--- src/rtl/watch_time_setter_pkg.sv ---
// Shared types and limits for the watch time-setting path.
// Edit FSM states, field indices and per-field wrap maxima.
package watch_time_setter_pkg;

  localparam int FIELD_W = 6;

  localparam logic [FIELD_W-1:0] HOURS_MAX  = 6'd23;
  localparam logic [FIELD_W-1:0] MINSEC_MAX = 6'd59;

  typedef enum logic [1:0] {
    RUN    = 2'd0,
    EDIT_H = 2'd1,
    EDIT_M = 2'd2,
    EDIT_S = 2'd3
  } state_t;

  // Bit position of each field inside the {h,m,s} blink mask.
  typedef enum logic [1:0] {
    FLD_S = 2'd0,
    FLD_M = 2'd1,
    FLD_H = 2'd2
  } field_t;

endpackage

--- src/rtl/button_debouncer.sv ---
// Raw button to single-cycle press pulse: 2-FF synchronizer, stability
// debouncer and rising-edge detector on the debounced level.
module button_debouncer #(
  parameter int DEBOUNCE_CYCLES = 1_000_000
) (
  input  logic clk,
  input  logic reset,
  input  logic btn,
  output logic press
);

  localparam int CNT_W = $clog2(DEBOUNCE_CYCLES + 1);
  localparam logic [CNT_W-1:0] CNT_LAST = CNT_W'(DEBOUNCE_CYCLES - 1);

  logic             sync_p0;
  logic             sync_p1;
  logic             level;
  logic [CNT_W-1:0] cnt;

  always_ff @(posedge clk) begin
    if (reset) begin
      sync_p0 <= 1'b0;
      sync_p1 <= 1'b0;
      level   <= 1'b0;
      cnt     <= '0;
      press   <= 1'b0;
    end else begin
      // stage p0/p1: metastability guard
      sync_p0 <= btn;
      sync_p1 <= sync_p0;
      press   <= 1'b0;
      // any agreement with the current level restarts the stability count
      if (sync_p1 == level) begin
        cnt <= '0;
      end else if (cnt == CNT_LAST) begin
        level <= sync_p1;
        cnt   <= '0;
        press <= sync_p1;
      end else begin
        cnt <= cnt + 1'b1;
      end
    end
  end

endmodule

--- src/rtl/watch_time_setter.sv ---
// Button-driven time editor: captures the running time, lets the user
// step hours/minutes/seconds with wrap-around, and loads the result back.
module watch_time_setter
  import watch_time_setter_pkg::*;
#(
  parameter int DEBOUNCE_CYCLES = 1_000_000,
  parameter int BLINK_CYCLES    = 50_000_000
) (
  input  logic               CLK100MHZ,
  input  logic               reset,
  input  logic               BTNC,
  input  logic               BTNU,
  input  logic               BTND,
  input  logic [FIELD_W-1:0] horas_in,
  input  logic [FIELD_W-1:0] minutos_in,
  input  logic [FIELD_W-1:0] segundos_in,
  output logic [FIELD_W-1:0] horas_set,
  output logic [FIELD_W-1:0] minutos_set,
  output logic [FIELD_W-1:0] segundos_set,
  output logic               load,
  output logic               editing,
  output logic [2:0]         blink_mask
);

  localparam int BLINK_W = $clog2(BLINK_CYCLES + 1);
  localparam logic [BLINK_W-1:0] BLINK_LAST = BLINK_W'(BLINK_CYCLES - 1);

  logic mode_p, up_p, down_p;
  logic step_up, step_dn;
  state_t state, state_nxt;
  field_t active;
  logic [FIELD_W-1:0] h, m, s;
  logic [BLINK_W-1:0] blink_cnt;
  logic               phase;

  // Out-of-range captures behave like the maximum on +1 and like 0 on -1.
  function automatic logic [FIELD_W-1:0] inc_wrap(input logic [FIELD_W-1:0] v,
                                                  input logic [FIELD_W-1:0] max);
    return (v >= max) ? '0 : v + 1'b1;
  endfunction

  function automatic logic [FIELD_W-1:0] dec_wrap(input logic [FIELD_W-1:0] v,
                                                  input logic [FIELD_W-1:0] max);
    return (v == '0 || v > max) ? max : v - 1'b1;
  endfunction

  button_debouncer #(.DEBOUNCE_CYCLES(DEBOUNCE_CYCLES)) u_mode (
    .clk(CLK100MHZ), .reset(reset), .btn(BTNC), .press(mode_p));
  button_debouncer #(.DEBOUNCE_CYCLES(DEBOUNCE_CYCLES)) u_up (
    .clk(CLK100MHZ), .reset(reset), .btn(BTNU), .press(up_p));
  button_debouncer #(.DEBOUNCE_CYCLES(DEBOUNCE_CYCLES)) u_down (
    .clk(CLK100MHZ), .reset(reset), .btn(BTND), .press(down_p));

  // mode pre-empts stepping; opposing steps cancel
  assign step_up = up_p & ~down_p & ~mode_p;
  assign step_dn = down_p & ~up_p & ~mode_p;

  always_ff @(posedge CLK100MHZ) begin
    if (reset) state <= RUN;
    else       state <= state_nxt;
  end

  always_comb begin
    state_nxt = state;
    load      = 1'b0;
    case (state)
      RUN:    if (mode_p) state_nxt = EDIT_H;
      EDIT_H: if (mode_p) state_nxt = EDIT_M;
      EDIT_M: if (mode_p) state_nxt = EDIT_S;
      EDIT_S: if (mode_p) begin
        state_nxt = RUN;
        load      = ~reset;
      end
      default: state_nxt = RUN;
    endcase
  end

  always_ff @(posedge CLK100MHZ) begin
    if (reset) begin
      h <= '0;
      m <= '0;
      s <= '0;
    end else if (state == RUN && mode_p) begin
      h <= horas_in;
      m <= minutos_in;
      s <= segundos_in;
    end else begin
      case (state)
        EDIT_H: if (step_up) h <= inc_wrap(h, HOURS_MAX);
                else if (step_dn) h <= dec_wrap(h, HOURS_MAX);
        EDIT_M: if (step_up) m <= inc_wrap(m, MINSEC_MAX);
                else if (step_dn) m <= dec_wrap(m, MINSEC_MAX);
        EDIT_S: if (step_up) s <= inc_wrap(s, MINSEC_MAX);
                else if (step_dn) s <= dec_wrap(s, MINSEC_MAX);
        default: ;
      endcase
    end
  end

  // Restarting on each field change makes a newly selected field visible first.
  always_ff @(posedge CLK100MHZ) begin
    if (reset || state_nxt != state) begin
      blink_cnt <= '0;
      phase     <= 1'b0;
    end else if (blink_cnt == BLINK_LAST) begin
      blink_cnt <= '0;
      phase     <= ~phase;
    end else begin
      blink_cnt <= blink_cnt + 1'b1;
    end
  end

  always_comb begin
    active = FLD_H;
    case (state)
      EDIT_M:  active = FLD_M;
      EDIT_S:  active = FLD_S;
      default: active = FLD_H;
    endcase
  end

  assign editing      = (state != RUN);
  assign blink_mask   = editing ? (3'(phase) << active) : 3'b000;
  assign horas_set    = h;
  assign minutos_set  = m;
  assign segundos_set = s;

endmodule
--- config.mk ---
export PLATFORM = sky130hd
export DESIGN_NAME = watch_time_setter
export DESIGN_NICKNAME = d
export VERILOG_FILES = /design/src/rtl/watch_time_setter_pkg.sv /design/src/rtl/button_debouncer.sv /design/src/rtl/watch_time_setter.sv
export SDC_FILE = /design/constraint.sdc
export NUM_CORES = 1
export LEC_CHECK = 0
export CAP_MARGIN = 5
export CORE_ASPECT_RATIO = 1.75
export CORE_MARGIN = 4
export CORE_UTILIZATION = 40
export CTS_CLUSTER_DIAMETER = 50
export DETAILED_ROUTE_END_ITERATION = 12
export PLACE_DENSITY = 0.61
export SKIP_CTS_REPAIR_TIMING = 1
export SLEW_MARGIN = 20
export SYNTH_ARGS = -nofsm -noshare
export SYNTH_HDL_FRONTEND = slang
export SYNTH_SLANG_ARGS = --single-unit
--- constraint.sdc ---
create_clock -name CLK100MHZ -period 1.75 [get_ports CLK100MHZ]
set_clock_uncertainty 0.05 [all_clocks]
set_input_delay 0.4375 -clock CLK100MHZ [delete_from_list [all_inputs] [get_ports CLK100MHZ]]
set_output_delay 0.4375 -clock CLK100MHZ [all_outputs]
set_load 0.01 [all_outputs]
==> results of run 1 <==
## flip-flops by register name, indices dropped and copies added (netlist names), 2 cells and up
register / cells
blink_cnt: 26
horas_set: 6
minutos_set: 6
segundos_set: 6
state: 2
u_down.cnt: 20
u_mode.cnt: 20
u_up.cnt: 20
## power groups by stage
| stage | sequential (mW) | clock (mW) | combinational (mW) |
|---|---|---|---|
| after floorplan | 2.79 | 0 | 0.0556 |
| after global placement | 2.79 | 0 | 0.129 |
| after detailed placement | 2.79 | 0 | 0.131 |
| after CTS | 2.73 | 3.61 | 0.132 |
| after global routing | 2.73 | 3.74 | 0.212 |
| final | 2.73 | 3.56 | 0.201 |
## area by class of cell
class	instances	area [sq um]
multi-input combinational	534	3950
fill	1226	5740
tap	180	225
sequential	119	2430
clock inverter	14	178
timing repair buffer	160	1500
inverter	19	75.1
clock buffer	18	429
## metrics by stage
step | hold WS, ns | setup TNS (ns)
floorplan | 0.364 | 0
global placement | 0.376 | -32.05
detailed placement | 0.380 | -33.74
CTS | 0.396 | -8.64
global route | 0.420 | -4.99
finish | 0.395 | -1.55
## path summary, 6_finish.rpt
| kind | to | slack [ns] | cells past startpoint |
|---|---|---|---|
| setup / recovery | u_down.press | -0.08 | 5 |
| hold / removal | u_up.sync_p1 | 0.39 | 1 |
| setup reg to reg | u_down.press | -0.08 | 5 |
| hold reg to reg | u_up.sync_p1 | 0.39 | 1 |
## layout by cell type, fill, tap and decap left out, drive strengths merged, types with 21 or more instances in the layout
cell / n
nor3: 27
clkdlybuf4s50: 21
dfxtp: 119
nand3: 48
xnor2: 46
xor2: 49
clkbuf: 25
buf: 113
nand2: 43
nor2: 109
a21oi: 33
## cells by family after synthesis
group / after synthesis / share of synthesized area (%)
AND/OR/NAND/NOR: 332 / 29.0
flip-flops: 119 / 39.8
XOR/XNOR: 95 / 13.9
AO/OA/AOI/OAI: 94 / 10.3
buffers and inverters: 54 / 4.12
adder cells (fa/ha/maj): 13 / 2.72
## worst register-to-register path, stage by stage, from the launching register on
cell and delay, ns:
dfxtp_2 0.33, or4_4 0.54, nor4_4 0.19, nand3_2 0.15
buf_4 0.20, nor4b_2 0.25
## routing by layer
metal / part of all wire [%] / vias up / GRT usage, %
met4: 3.7 / 0 / 8.09
met2: 57 / 121 / 36.2
met1: 36 / 2721 / 17.6
li1: - / 2761 / -
met5: 0 / - / 0
met3: 3.3 / 50 / 4.32
==> impl_metrics.tcl, run 1 <==
set metrics [dict create \
    outcome "finished, violations left" \
    violations "negative setup slack" \
    p_leak_nw 3.48 \
    hold_viol 0 \
    synth-async-reset-ratio_pct 0 \
    die_h_um 170 \
    cts_tree "done" \
    power_switching_mw 1.42 \
    required_ns 2.00 \
    p_comb_share_pct 3.1 \
    drv_slew 0 \
    synth_cell_types 59 \
    crit_path_start_kind "flip-flop" \
    clockPowerShare_pct 54.9 \
    die_w_um 100 \
    track_usage_pct 18.4 \
    grt_pass1_vias 5798 \
    worst_pin_slew_ns 0.450 \
    rsz0062_at_grt "yes" \
    syn_nets 743 \
    holdCritStartpoint "u_up.sync_p0" \
    max_slew_margin_pct 69.8 \
    ir_worst_vdd_mv 0.672 \
    dpl_cell_area_sq_mm 0.00731 \
    crit_type "reg2reg" \
    ys_warn_count 0 \
    min_period_ns 1.83 \
    endpoint_kind "flip-flop" \
    ys.flop_type "dfxtp_1" \
    path_buf_inv 1 \
    crit_path_start "u_down.cnt[13]" \
    p_int_mw 5.07 \
    start_util_pct 41.2 \
    critical_path.slowest_cell "or4_4" \
    yosysMostFrequentCell "dfxtp_1" \
    core.rowCount 58 \
    crit_path_max_fanout 2 \
    clock-sinks 119 \
    core_area_sq_mm 0.0145 \
    swShare_pct 21.8 \
    cellPowerDensity_mw_per_mm2 739 \
    p_seq_share_pct 42.1 \
    areaGrowthSynthToFinish_pct 46.8 \
    drt-pass1-iter-count 5 \
    dpl_worst_slack_ns -0.622 \
    syn_avg_cell_area_sq_um 8.46 \
    setup_violations 41 \
    synth_area_leader_cell "dfxtp_1" \
    hpwl_mm 11.3 \
    antenna_left 0 \
    root_buffer "clkbuf_16" \
    postLayoutSetupSlackWorst_ns -0.0770 \
    drive_above_1_share_pct 32.5 \
    grt_max_degree 29 \
    r2r_start "u_down.cnt[13]" \
    vias 5653 \
    critPathMaxStageDelay_ns 0.54 \
    post-route-util_pct 60.5 \
    synth_cells 707 \
    antenna_found_initial 0 \
    netlist_area_sq_mm 0.00598 \
    vias_per_cell 5.41 \
    max_cap_viol_count 0 \
    p_total_mw 6.49 \
    grt_pass1_wl_mm 25.7 \
    htree_levels 4 \
    final_nets 887 \
    critPathArrivalTime_ns 2.08 \
    dieArea_sq_mm 0.0170 \
    fin_cells 1044 \
    dp_cells 999 \
    synth_common_cells "dfxtp_1 (119), nor2_1 (109), xor2_1 (49), nand3_1 (48), xnor2_1 (46)" \
    cp_cell_sequence "or4_4, nor4_4, nand3_2, buf_4, nor4b_2" \
    hold_class "reg2reg" \
    fmax_mhz 547 \
    synth_edf_count 0 \
    ys_seq_area_share_pct 39.8 \
    postLayoutCellArea_sq_mm 0.00878 \
    fin_crit_sh_pct 104 \
    path_clk_slew_ns 0.06 \
    drt-initial-drc-count 141 \
    netlist.area_leader.share_pct 39.8 \
    yosys-top-cells-area "dfxtp_1 (40%), xor2_1 (7.2%), nor2_1 (6.8%)" \
    ys_seq_elements 119 \
    drc_errors 0 \
    ios 46 \
    wl_per_cell_um 15.7 \
    place_congestion 0.910 \
    clk_latency_ns 0.42 \
    clockBufferDepth 2 \
    drt-total-wl_mm 16.4 \
    cts_buffers 17 \
    crit_family "simple AND/OR/NAND/NOR gates" \
    gr-total-overflow 0 \
    io_buffers 45 \
    n_antenna_cell 0 \
]
Power figures use the tool's default switching activity.
==> inputs of run 2 (changes only) <==
--- a/config.mk
+++ b/config.mk
@@ -11,9 +11,11 @@
 export CORE_UTILIZATION = 40
 export CTS_CLUSTER_DIAMETER = 50
 export DETAILED_ROUTE_END_ITERATION = 12
-export PLACE_DENSITY = 0.61
+export PLACE_DENSITY = 0.59
+export SETUP_SLACK_MARGIN = 0.3
 export SKIP_CTS_REPAIR_TIMING = 1
 export SLEW_MARGIN = 20
 export SYNTH_ARGS = -nofsm -noshare
 export SYNTH_HDL_FRONTEND = slang
+export SYNTH_HIERARCHICAL = 1
 export SYNTH_SLANG_ARGS = --single-unit
==> constraint.sdc (replaced) <==
create_clock -name CLK100MHZ -period 2.2 [get_ports CLK100MHZ]
set_clock_uncertainty 0.05 [all_clocks]
set_input_delay 0.55 -clock CLK100MHZ [delete_from_list [all_inputs] [get_ports CLK100MHZ]]
set_output_delay 0.55 -clock CLK100MHZ [all_outputs]
set_load 0.01 [all_outputs]
==> impl_metrics.tcl, run 2 <==
set metrics [dict create \
    outcome "finished clean" \
    ys.flop_type "dfxtp_1" \
    fin_crit_sh_pct 94.1 \
    dpl_cell_area_sq_mm 0.00700 \
    min_path_cells 1 \
    r2r_start "u_up/cnt[9]" \
    synth_cells 754 \
    critPathMaxStageDelay_ns 0.49 \
    drv_slew 0 \
    antenna_left 0 \
    clockBufferDepth 2 \
    antenna_found_initial 0 \
    synth_cell_types 63 \
    ys_warn_count 6 \
    drt-pass1-iter-count 4 \
    hold_end "u_up/sync_p1" \
    postLayoutCellArea_sq_mm 0.00792 \
    place_congestion 0.879 \
    largest_register_ffs 26 \
    drt-total-wl_mm 15.2 \
    min_period_ns 2.07 \
    critical_path.slowest_cell "clkdlybuf4s50_1" \
    final_cell_mix "nor2_1 (117), dfxtp_1 (88), xnor2_1 (57)" \
    rsz0062_at_grt "yes" \
    hold_class "reg2reg" \
    critPathArrivalTime_ns 1.47 \
    clk_latency_ns 0.40 \
    crit_path_start_kind "input pin" \
    start_util_pct 40.5 \
    gr-total-overflow 0 \
    p_comb_share_pct 2.2 \
    ys_seq_elements 119 \
    fmax_mhz 483 \
    setup_violations 0 \
    synth-async-reset-ratio_pct 0 \
    cp_cell_sequence "clkdlybuf4s50_1, nor3b_2, dlymetal6s2s_1" \
    ir_worst_vdd_mv 0.375 \
    synth_common_cells "dfxtp_1 (119), nor2_1 (119), xnor2_1 (57), nand2_1 (45), nand3_1 (39)" \
    drive_above_1_share_pct 17.3 \
    n_antenna_cell 0 \
    largest_register "blink_cnt" \
    power_switching_mw 1.01 \
    hold_viol 0 \
    cellPowerDensity_mw_per_mm2 609 \
    synth_area_leader_cell "dfxtp_1" \
    fin_cells 1025 \
    syn_avg_cell_area_sq_um 8.22 \
    p_int_mw 3.81 \
    max_slew_margin_pct 60.7 \
    swShare_pct 21.0 \
    vias 5599 \
    reg2reg_depth 5 \
    syn_nets 790 \
    die_h_um 173 \
    r2r_slack_ns 0.34 \
    post-route-util_pct 51.7 \
    path_buf_inv 2 \
    core_area_sq_mm 0.0153 \
    synth_edf_count 0 \
    wl_per_cell_um 14.9 \
    htree_levels 4 \
    path_clk_slew_ns 0.05 \
    drc_errors 0 \
    vias_per_cell 5.46 \
    required_ns 1.60 \
    crit_type "in2out" \
    crit_path_max_fanout 2 \
    cts_tree "done" \
    ys_seq_area_share_pct 38.4 \
    dp_cells 982 \
    grt_pass1_wl_mm 25.3 \
    p_seq_share_pct 44.8 \
    final_common_cell "nor2_1" \
    io_buffers 45 \
    clockPowerShare_pct 53.0 \
    die_w_um 102 \
    grt_max_degree 42 \
    track_usage_pct 17.3 \
    clock-sinks 119 \
    p_leak_nw 2.96 \
    endpoint_kind "primary output" \
    r2r-end "u_up/cnt[17]" \
    crit_family "buffers and inverters" \
    netlist_area_sq_mm 0.00620 \
    cts_buffers 17 \
    netlist.area_leader.share_pct 38.4 \
    worst_pin_slew_ns 0.587 \
    final_nets 863 \
    max_cap_viol_count 0 \
    hpwl_mm 10.9 \
    root_buffer "clkbuf_16" \
    areaGrowthSynthToFinish_pct 27.8 \
    drt-initial-drc-count 216 \
    ios 46 \
    yosys-top-cells-area "dfxtp_1 (38%), xnor2_1 (8.1%), nor2_1 (7.2%)" \
    core.rowCount 60 \
    holdCritStartpoint "u_up/sync_p0" \
    grt_pass1_vias 5568 \
    dieArea_sq_mm 0.0176 \
]
run 2: changes by cell type after synthesis, moves of 9 or more:
| cell | previous run | this run |
|---|---|---|
| xor2_1 | 49 | 25 |
| nand4_1 | 13 | 22 |
| nand3_1 | 48 | 39 |
| xnor2_1 | 46 | 57 |
| nor2_1 | 109 | 119 |
| or3_1 | 1 | 13 |
| nor4_1 | 5 | 23 |
| inv_1 | 19 | 35 |
| and4_1 | 13 | 4 |
run 2: final cells by class:
cell class                 instances  area [sq um]
clock buffer                      23           468
clock inverter                     8          75.1
fill                            1436          7390
inverter                          35           131
multi-input combinational        570          3700
sequential                       119          2440
tap                              186           233
timing repair buffer              84           870
run 2: how the worst max path moves through the flow:
| stage | to | slack (ns) | startpoint | cells past startpoint |
|---|---|---|---|---|
| floorplan | blink_cnt[10] | 0.32 | blink_cnt[0] | 8 |
| global placement | load | -0.35 | reset | 3 |
| detailed placement | load | -0.31 | reset | 3 |
| CTS | load | -0.32 | reset | 3 |
| global route | load | 0.12 | reset | 3 |
| finish | load | 0.13 | reset | 3 |
run 2: stage by stage:
| stage | setup WS (ns) | hold WS [ns] | power (mW) | TNS (ns) |
|---|---|---|---|---|
| 3_3_place_gp | -0.352 | 0.374 | 2.32 | -3.85 |
| 3_5_place_dp | -0.307 | 0.374 | 2.32 | -4.63 |
| 4_1_cts | -0.316 | 0.387 | 4.90 | -0.691 |
| 6_report | 0.130 | 0.384 | 4.83 | 0 |
| 2_1_floorplan | 0.321 | 0.364 | 2.26 | 0 |
| 5_1_grt | 0.122 | 0.396 | 4.97 | 0 |
run 2: cells by family after synthesis:
| group | after synthesis | synth area share (%) |
|---|---|---|
| AND/OR/NAND/NOR | 365 | 31.0 |
| XOR/XNOR | 82 | 11.6 |
| adder cells (fa/ha/maj) | 13 | 2.62 |
| buffers and inverters | 65 | 4.28 |
| multiplexers | 4 | 0.646 |
| flip-flops | 119 | 38.4 |
| AO/OA/AOI/OAI | 106 | 11.5 |
run 2: routing by layer:
metal / global-route usage [%] / share of wire [%] / up-vias
met4: 7.66 / 2.7 / 0
li1: - / - / 2813
met3: 2.75 / 3.5 / 35
met2: 32.1 / 54 / 116
met5: 0 / 0 / -
met1: 18.6 / 40 / 2635
run 2: worst register-to-register path: stages, from the launching register on:
cell and delay, ns:
dfxtp_2 0.33, buf_6 0.11, nand4_4 0.13, or4_4 0.56
or4_4 0.49, a21oi_2 0.12
run 2: power groups by stage:
stage,logic (mW),registers (mW),clock network [mW]
finish,0.104,2.16,2.56
floorplan,0.0409,2.22,0
global route,0.113,2.16,2.70
global placement,0.0979,2.22,0
detailed placement,0.0988,2.22,0
CTS,0.0997,2.18,2.62
